File: src/rtl/wave_bank_writer.sv
// wave_bank_writer: turns interpolator DATA_READY strobes into banked wave-RAM writes,
// with decimation, loop/one-shot filling and bank-ownership handshaking with the reader.
module wave_bank_writer #(
    parameter int ADDR_W    = 8,
    parameter int BANK_W    = 4,
    parameter int NUM_BANKS = 16,
    parameter int DECIM_W   = 4
) (
    input  logic               clk,
    input  logic               rst,
    input  logic               enable,
    input  logic               DATA_READY,
    input  logic               loop_mode,
    input  logic [DECIM_W-1:0] decim,
    input  logic               bank_release,
    output logic               WE,
    output logic [ADDR_W-1:0]  WADDR,
    output logic [BANK_W-1:0]  WBANK,
    output logic               bank_done,
    output logic [BANK_W-1:0]  done_bank,
    output logic               overflow,
    output logic               busy,
    output logic               done
);
    localparam int FW = BANK_W + 1;
    localparam logic [ADDR_W-1:0] PTR_MAX   = '1;
    localparam logic [BANK_W-1:0] BANK_LAST = BANK_W'(NUM_BANKS - 1);
    localparam logic [FW-1:0]     FULL      = FW'(NUM_BANKS);

    typedef enum logic [1:0] {IDLE, WRITE, STALL, DONE} state_t;

    state_t              state_q, state_d;
    logic [ADDR_W-1:0]   ptr_q, ptr_d, waddr_q, waddr_d;
    logic [BANK_W-1:0]   bank_q, bank_d, wbank_q, wbank_d, done_bank_q, done_bank_d;
    logic [DECIM_W-1:0]  dcnt_q, dcnt_d;
    logic [FW-1:0]       filled_q, filled_d;
    logic                we_q, we_d, bank_done_q, bank_done_d, overflow_q, overflow_d;
    logic                rel;

    // a release with nothing filled is meaningless and is dropped
    assign rel = bank_release && filled_q != '0;

    always_comb begin
        state_d     = state_q;
        ptr_d       = ptr_q;
        bank_d      = bank_q;
        dcnt_d      = dcnt_q;
        filled_d    = filled_q;
        we_d        = 1'b0;
        bank_done_d = 1'b0;
        waddr_d     = waddr_q;
        wbank_d     = wbank_q;
        done_bank_d = done_bank_q;
        overflow_d  = overflow_q;
        if (!enable) begin
            state_d  = IDLE;
            ptr_d    = '0;
            bank_d   = '0;
            dcnt_d   = '0;
            filled_d = '0;
        end else begin
            case (state_q)
                IDLE: begin
                    state_d    = WRITE;
                    overflow_d = 1'b0;
                end
                WRITE: begin
                    filled_d = filled_q - FW'(rel);
                    if (DATA_READY) begin
                        // dcnt beyond a freshly lowered decim counts as a match
                        if (dcnt_q < decim) begin
                            dcnt_d = dcnt_q + 1'b1;
                        end else begin
                            dcnt_d  = '0;
                            we_d    = 1'b1;
                            waddr_d = ptr_q;
                            wbank_d = bank_q;
                            ptr_d   = ptr_q + 1'b1;
                            if (ptr_q == PTR_MAX) begin
                                bank_done_d = 1'b1;
                                done_bank_d = bank_q;
                                filled_d    = filled_q - FW'(rel) + 1'b1;
                                bank_d      = (bank_q == BANK_LAST) ? '0 : bank_q + 1'b1;
                                if (filled_d == FULL) state_d = STALL;
                                // one-shot completion outranks a full-bank stall
                                if (bank_q == BANK_LAST && !loop_mode) begin
                                    state_d = DONE;
                                    bank_d  = bank_q;
                                end
                            end
                        end
                    end
                end
                STALL: begin
                    if (DATA_READY) overflow_d = 1'b1;
                    if (rel) begin
                        filled_d = filled_q - 1'b1;
                        state_d  = WRITE;
                    end
                end
                DONE: ;
            endcase
        end
    end

    always_ff @(posedge clk) begin
        if (rst) begin
            state_q     <= IDLE;
            ptr_q       <= '0;
            bank_q      <= '0;
            dcnt_q      <= '0;
            filled_q    <= '0;
            we_q        <= 1'b0;
            bank_done_q <= 1'b0;
            waddr_q     <= '0;
            wbank_q     <= '0;
            done_bank_q <= '0;
            overflow_q  <= 1'b0;
        end else begin
            state_q     <= state_d;
            ptr_q       <= ptr_d;
            bank_q      <= bank_d;
            dcnt_q      <= dcnt_d;
            filled_q    <= filled_d;
            we_q        <= we_d;
            bank_done_q <= bank_done_d;
            waddr_q     <= waddr_d;
            wbank_q     <= wbank_d;
            done_bank_q <= done_bank_d;
            overflow_q  <= overflow_d;
        end
    end

    assign WE        = we_q;
    assign WADDR     = waddr_q;
    assign WBANK     = wbank_q;
    assign bank_done = bank_done_q;
    assign done_bank = done_bank_q;
    assign overflow  = overflow_q;
    assign busy      = state_q != IDLE;
    assign done      = state_q == DONE;
endmodule

File: config.mk
export PLATFORM = sky130hd
export DESIGN_NAME = wave_bank_writer
export DESIGN_NICKNAME = d
export VERILOG_FILES = /design/src/rtl/wave_bank_writer.sv
export SDC_FILE = /design/constraint.sdc
export NUM_CORES = 1
export LEC_CHECK = 0
export BUFFER_PORTS_ARGS = -buffer_cell sky130_fd_sc_hd__buf_2
export CORE_MARGIN = 2
export CORE_UTILIZATION = 45
export CTS_CLUSTER_DIAMETER = 80
export DETAILED_ROUTE_END_ITERATION = 8
export SLEW_MARGIN = 30
export SYNTH_ARGS = -nofsm -noshare
export SYNTH_HDL_FRONTEND = slang
export SYNTH_SLANG_ARGS = --single-unit
export TNS_END_PERCENT = 30
File: constraint.sdc
create_clock -name clk -period 7.5 [get_ports clk]
set_input_delay 1.125 -clock clk [delete_from_list [all_inputs] [get_ports clk]]
set_output_delay 1.125 -clock clk [all_outputs]
set_load 0.02 [all_outputs]
==> Word-level counts from Yosys, hierarchy flattened <==
Index checks and enable logic that the tools add are counted.
{ "totals": {"regBits": 42, "input_bits": 10, "mem_count": 0, "word_cells": 73, "latch_bits": 0, "out_inout_bits": 21, "rom_bits": 0, "ramBits": 0} }
{ "classes": {"n_reduce_logical": 20, "div": 0, "magnitude_cmp": 1, "eq_ne": 12, "n_mux": 18, "shift": 0, "n_addsub": 6, "n_bitwise": 5, "mul": 0} }
{ "op_table": {"columns": ["operator", "count"], "rows": [
  ["5-bit two-way mux", 4],
  ["2-bit two-way mux", 6],
  ["2-bit != test, second input constant", 5],
  ["5-bit case mux with 2 select lines", 1],
  ["5-bit AND reduction", 2],
  ["4-bit by 1-bit adder with 4-bit output, second input constant", 2],
  ["8-bit by 1-bit adder with 8-bit output, second input constant", 1],
  ["8-bit equality test, second input constant", 1],
  ["4-bit two-way mux", 2],
  ["2-bit case mux with 3 select lines", 1],
  ["3-bit AND reduction", 2],
  ["6-bit AND reduction", 1],
  ["2-bit nonzero test", 3],
  ["5-bit by 1-bit adder with 5-bit output, second input constant", 1],
  ["5-bit equality test, second input constant", 1],
  ["1-bit NOT", 5],
  ["5-bit nonzero test", 1],
  ["5-bit OR reduction", 1],
  ["5-bit by 1-bit subtractor with 5-bit output", 1],
  ["5-bit by 1-bit subtractor with 5-bit output, second input constant", 1],
  ["2-bit equality test, second input constant", 2],
  ["4-bit equality test, second input constant", 1],
  ["4-bit < comparator", 1],
  ["2-bit AND reduction", 2],
  ["other kinds (11)", 14]
]} }

==> Depth between registers and ports, before layout <==
{ "logic_depth": {"ltp_word": 11, "depth_mapped": 13, "ltp_nobuf": 13} }

==> Least setup slack after synthesis <==
OpenSTA, ideal clock, no wires.
{ "synth_path": {"kind": "input -> register", "start": "input port bank_release", "end": "register state_q[0]", "t_arrival_ps": 2705, "cell_stages": 10, "n_path_buf": 0, "path_slack_ps": 4659, "required_ps": 7364, "setup_time_ps": 136, "path_cell_list": "nand2_1 inv_2 ha_1 ha_1 inv_1 ha_1 nand2_1 or4_1 a21oi_1 a211oi_1"} }
{ "synth_via": {"elab_chain_cells": 6, "elab_cells_between_ends": 7, "cone_classes": "add/sub (2); eq/ne (3); reduce/logical (2)"} }
{ "synth_rtl": {"columns": ["element", "line_no", "source"], "rows": [
  ["start, declared", "15", "input logic bank_release,"],
  ["1-bit logical AND *", "41", "assign rel = bank_release && filled_q != '0;"],
  ["5-bit by 1-bit subtractor with 5-bit output", "82", "filled_d = filled_q - FW'(rel) + 1'b1;"],
  ["5-bit by 1-bit adder with 5-bit output", "82", null],
  ["5-bit equality test", "84", "if (filled_d == FULL) state_d = STALL;"],
  ["3-bit != test (no source line)", null, null],
  ["6-bit AND reduction (no source line) *", null, null],
  ["end signal, assigned", "120", "state_q <= state_d;"],
  ["end, declared", "32", "state_t state_q, state_d;"]
]} }
Every way passes the cells marked *; elsewhere a longest branch is shown, timed or not.
A chain may end at the register's enable or synchronous reset.

==> Worst setup path in the final report <==
{ "layout_path": {"start": "register filled_q[1]", "end": "register state_q[0]"} }
{ "layout_via": {"elab_chain_cells": 7, "elab_cells_between_ends": 8, "cone_classes": "add/sub (2); eq/ne (3); reduce/logical (3)"} }
{ "layout_rtl": {"columns": ["element", "line_no", "source"], "rows": [
  ["start, declared", "36", "logic [FW-1:0] filled_q, filled_d;"],
  ["start signal, assigned", "124", "filled_q <= filled_d;"],
  ["5-bit nonzero test", "41", null],
  ["1-bit logical AND", "41", null],
  ["5-bit by 1-bit subtractor with 5-bit output", "82", null],
  ["5-bit by 1-bit adder with 5-bit output", "82", null],
  ["5-bit equality test", "84", null],
  ["3-bit != test (no source line)", null, null],
  ["6-bit AND reduction (no source line) *", null, null]
]} }
Marks and branches as above.

==> results.toml <==
[run_status]
status = "complete, no violations"

[min_path]
hold_depth = 2
hold_path_class = "register to register"
hold_path_end = "done_bank[1]"
min_from = "done_bank[1]"

[die]
coreArea_sq_um = 5140
fp.dieH_um = 77.0
die_area_sq_um = 5930
initial_core_util = 0.466
row_count = 26
die_w_um = 77.0
pin_count = 31

[cells_and_area]
nFillCells = 540
syn_to_final_growth_pct = 11.4
num_antenna_cells = 0
layout.nets = 311
drive_gt1_frac = 0.199
seq_area_sq_um = 841
mostFrequentLayoutCell = "dfxtp_1"
final_cell_mix = "42 x dfxtp_1, 30 x nor2_1, 30 x buf_2, 20 x mux2i_1, 16 x nand2b_1"
fin_cells = 361
multi_input_area_sq_um = 1450

[pwr]
p_int_mw = 0.299
p_comb_frac = 0.070
p_sw_frac = 0.252
power_frac_seq = 0.563
power_switching_mw = 0.101
powerDensity_nw_per_um2 = 150
pwr-share-clk = 0.367
ir_worst_vdd_mv = 0.119
p_leak_nw = 1.02

[timing]
slew_headroom = 0.443
final-hold-violation-count = 0
post-route-period-util = 0.420
tns_ns = 0
fin_crit_ns = 3.15
drv_slew = 0
finalSetupViolations = 0
tightest_slew_ns = 0.835
fmax_mhz = 317
fin_skew_ns = 0.00373
setup_ws_ns = 4.35
rsz0062_at_grt = "false"

[global_routing]
antenna_found_initial = 0
grt_max_degree = 26
grt_pass1_wl_um = 8720
grt_use_total = 0.180
first_global_vias = 1800
grt.overflow.total = 0

[routing]
wl_um = 4960
drc = 0
vias = 1922
viasPerCell = 5.32
drt-initial-drc-count = 88
routedWlPerCell_um = 13.7
final_antenna_net_count = 0
dr.pass1.iters = 4

[clocking]
clockRootBuffer = "clkbuf_8"
holdBufCountCts = 0
post_cts_resized = 0
cts_setup_buffers = 0
cts_tree = "built"
clk-insertion-delay-late_ns = 0.30
clkTransAtPathRegs_ns = 0.08
numCtsBuffers = 5
cts.path.max_buffers = 2
htreeDepth = 2
cts_sinks = 42

[setup_path]
cp.arrival_ns = 3.30
rrSetupSlack_ns = 4.35
r2r_end = "state_q[0]"
path_cells = "inv_1 > ha_1 > or4b_1 > nand2_1 > inv_2 > ha_1 > ha_1 > xor2_1 > nand2_1 > or4_1 > a21oi_1 > a211oi_1"
crit_top_cell = "ha_1"
rr_worst_depth = 12
slowest_stage = "or4_1"
slowest_delay_ns = 0.55
r2r_start = "filled_q[1]"
start_kind = "register"
cp_max_fo = 7
cp.required_ns = 7.65
path_class = "register to register"
end_kind = "register"

[yosys]
synth_edf_count = 0
synth_warnings = 0
async_flop_share = 0
syn_nets = 287
synthCells = 266
syn_area_sq_um = 2400
ys_seq_area_frac = 0.351
ys_ff_latch = 42
avgSynthCellArea_sq_um = 9.01
synth_top_flop_cell = "dfxtp_1"
yosysUniqueCellTypes = 63

[placement]
dpl_worst_slack_ns = 4.22
place_congestion = 0.778
detailed_place_hpwl_um = 3550
port_buffers = 30
dp.cells = 352

[job]
drv_cap = 0
-- kinds of logic (layout without fill, tap and decap cells) --
group	count (synthesis)	in the layout	synth area share
multiplexers	21	21	0.0882
flip-flops	42	42	0.351
AND/OR/NAND/NOR	111	111	0.277
AO/OA/AOI/OAI	40	40	0.126
XOR/XNOR	15	15	0.0548
adder cells (fa/ha/maj)	11	11	0.0574
buffers and inverters	26	51	0.0459
-- area by class of cell --
type                            instances  share of cell area
Multi-Input combinational cell        198               0.543
Sequential cell                        42               0.315
Timing Repair Buffer                   32              0.0619
Tap cell                               70              0.0328
Clock buffer                            6              0.0272
Inverter                               11              0.0155
Clock inverter                          2             0.00515
-- Yosys cell counts, types with 2 or more instances --
master | count | area, sq um
nor2b_1 | 5 | 31.3
a31oi_1 | 3 | 18.8
nand4b_1 | 2 | 17.5
mux2i_1 | 20 | 200
nor2_1 | 31 | 116
nor4_1 | 3 | 18.8
buf_4 | 2 | 15.0
buf_2 | 4 | 20.0
nand3_1 | 8 | 40.0
and2_1 | 2 | 12.5
o21ai_0 | 5 | 25.0
nor4b_2 | 2 | 30.0
ha_1 | 11 | 138
clkbuf_1 | 8 | 30.0
inv_1 | 10 | 37.5
nor3_1 | 5 | 25.0
nand4_1 | 4 | 25.0
o21ai_1 | 2 | 10.0
a21oi_1 | 8 | 40.0
nor4b_1 | 2 | 17.5
xor2_1 | 5 | 43.8
xnor2_1 | 10 | 87.6
o22ai_1 | 2 | 12.5
nor4_2 | 2 | 25.0
a31o_1 | 2 | 17.5
nand2b_1 | 16 | 100
nand2_1 | 14 | 52.6
dfxtp_1 | 42 | 841
a211oi_1 | 2 | 15.0
-- sequential cells by signal (all words and copies together) (netlist names) --
register   cells
WADDR          8
ptr_q          8
filled_q       5
WBANK          4
bank_q         4
dcnt_q         4
done_bank      4
state_q        2
WE             1
bank_done      1
overflow       1
-- worst max-delay path by stage --
stage | startpoint | end | slack [ns]
after CTS | filled_q[1] | state_q[0] | 4.37
after global placement | decim[2] | done_bank[2] | 4.15
after detailed placement | decim[1] | done_bank[0] | 4.22
after floorplan | bank_release | state_q[0] | 4.66
final | filled_q[1] | state_q[0] | 4.35
after global routing | filled_q[0] | state_q[0] | 4.10
-- power groups by stage --
stage               Combinational, mW  Sequential, mW  Clock, mW
global placement               0.0272           0.231          0
floorplan                      0.0210           0.230          0
global route                   0.0313           0.226      0.160
CTS                            0.0276           0.225      0.151
finish                         0.0281           0.225      0.147
detailed placement             0.0275           0.231          0
-- routing by layer --
metal	track usage	wire [um]	vias to the layer above
met4	0.0589	65	0
met2	0.280	2190	33
met1	0.251	2520	888
li1	-	-	994
met5	0	0	-
met3	0.0329	190	7
-- worst max-delay path, delay by kind of cell (launching register included) --
family / cells / cell delay (ns)
and+or+nand+nor: 4 / 1.29
buffers and inverters: 2 / 0.19
xor gates and xnor gates: 1 / 0.31
adders and majority gates: 3 / 0.59
DFF: 1 / 0.38
AOI/OAI and AO/OA: 2 / 0.24
-- metrics by stage --
| stage | total power, mW | area [sq um] | utilization | hold slack (ns) |
|---|---|---|---|---|
| after floorplan | 0.251 | 2400 | - | 0.465 |
| after global placement | 0.258 | 2570 | 0.501 | 0.459 |
| after detailed placement | 0.258 | 2580 | 0.501 | 0.466 |
| after CTS | 0.404 | 2660 | 0.518 | 0.481 |
| after global routing | 0.417 | 2670 | 0.519 | 0.496 |
| final | 0.400 | 2670 | 0.519 | 0.476 |
Power figures use the tool's default switching activity.
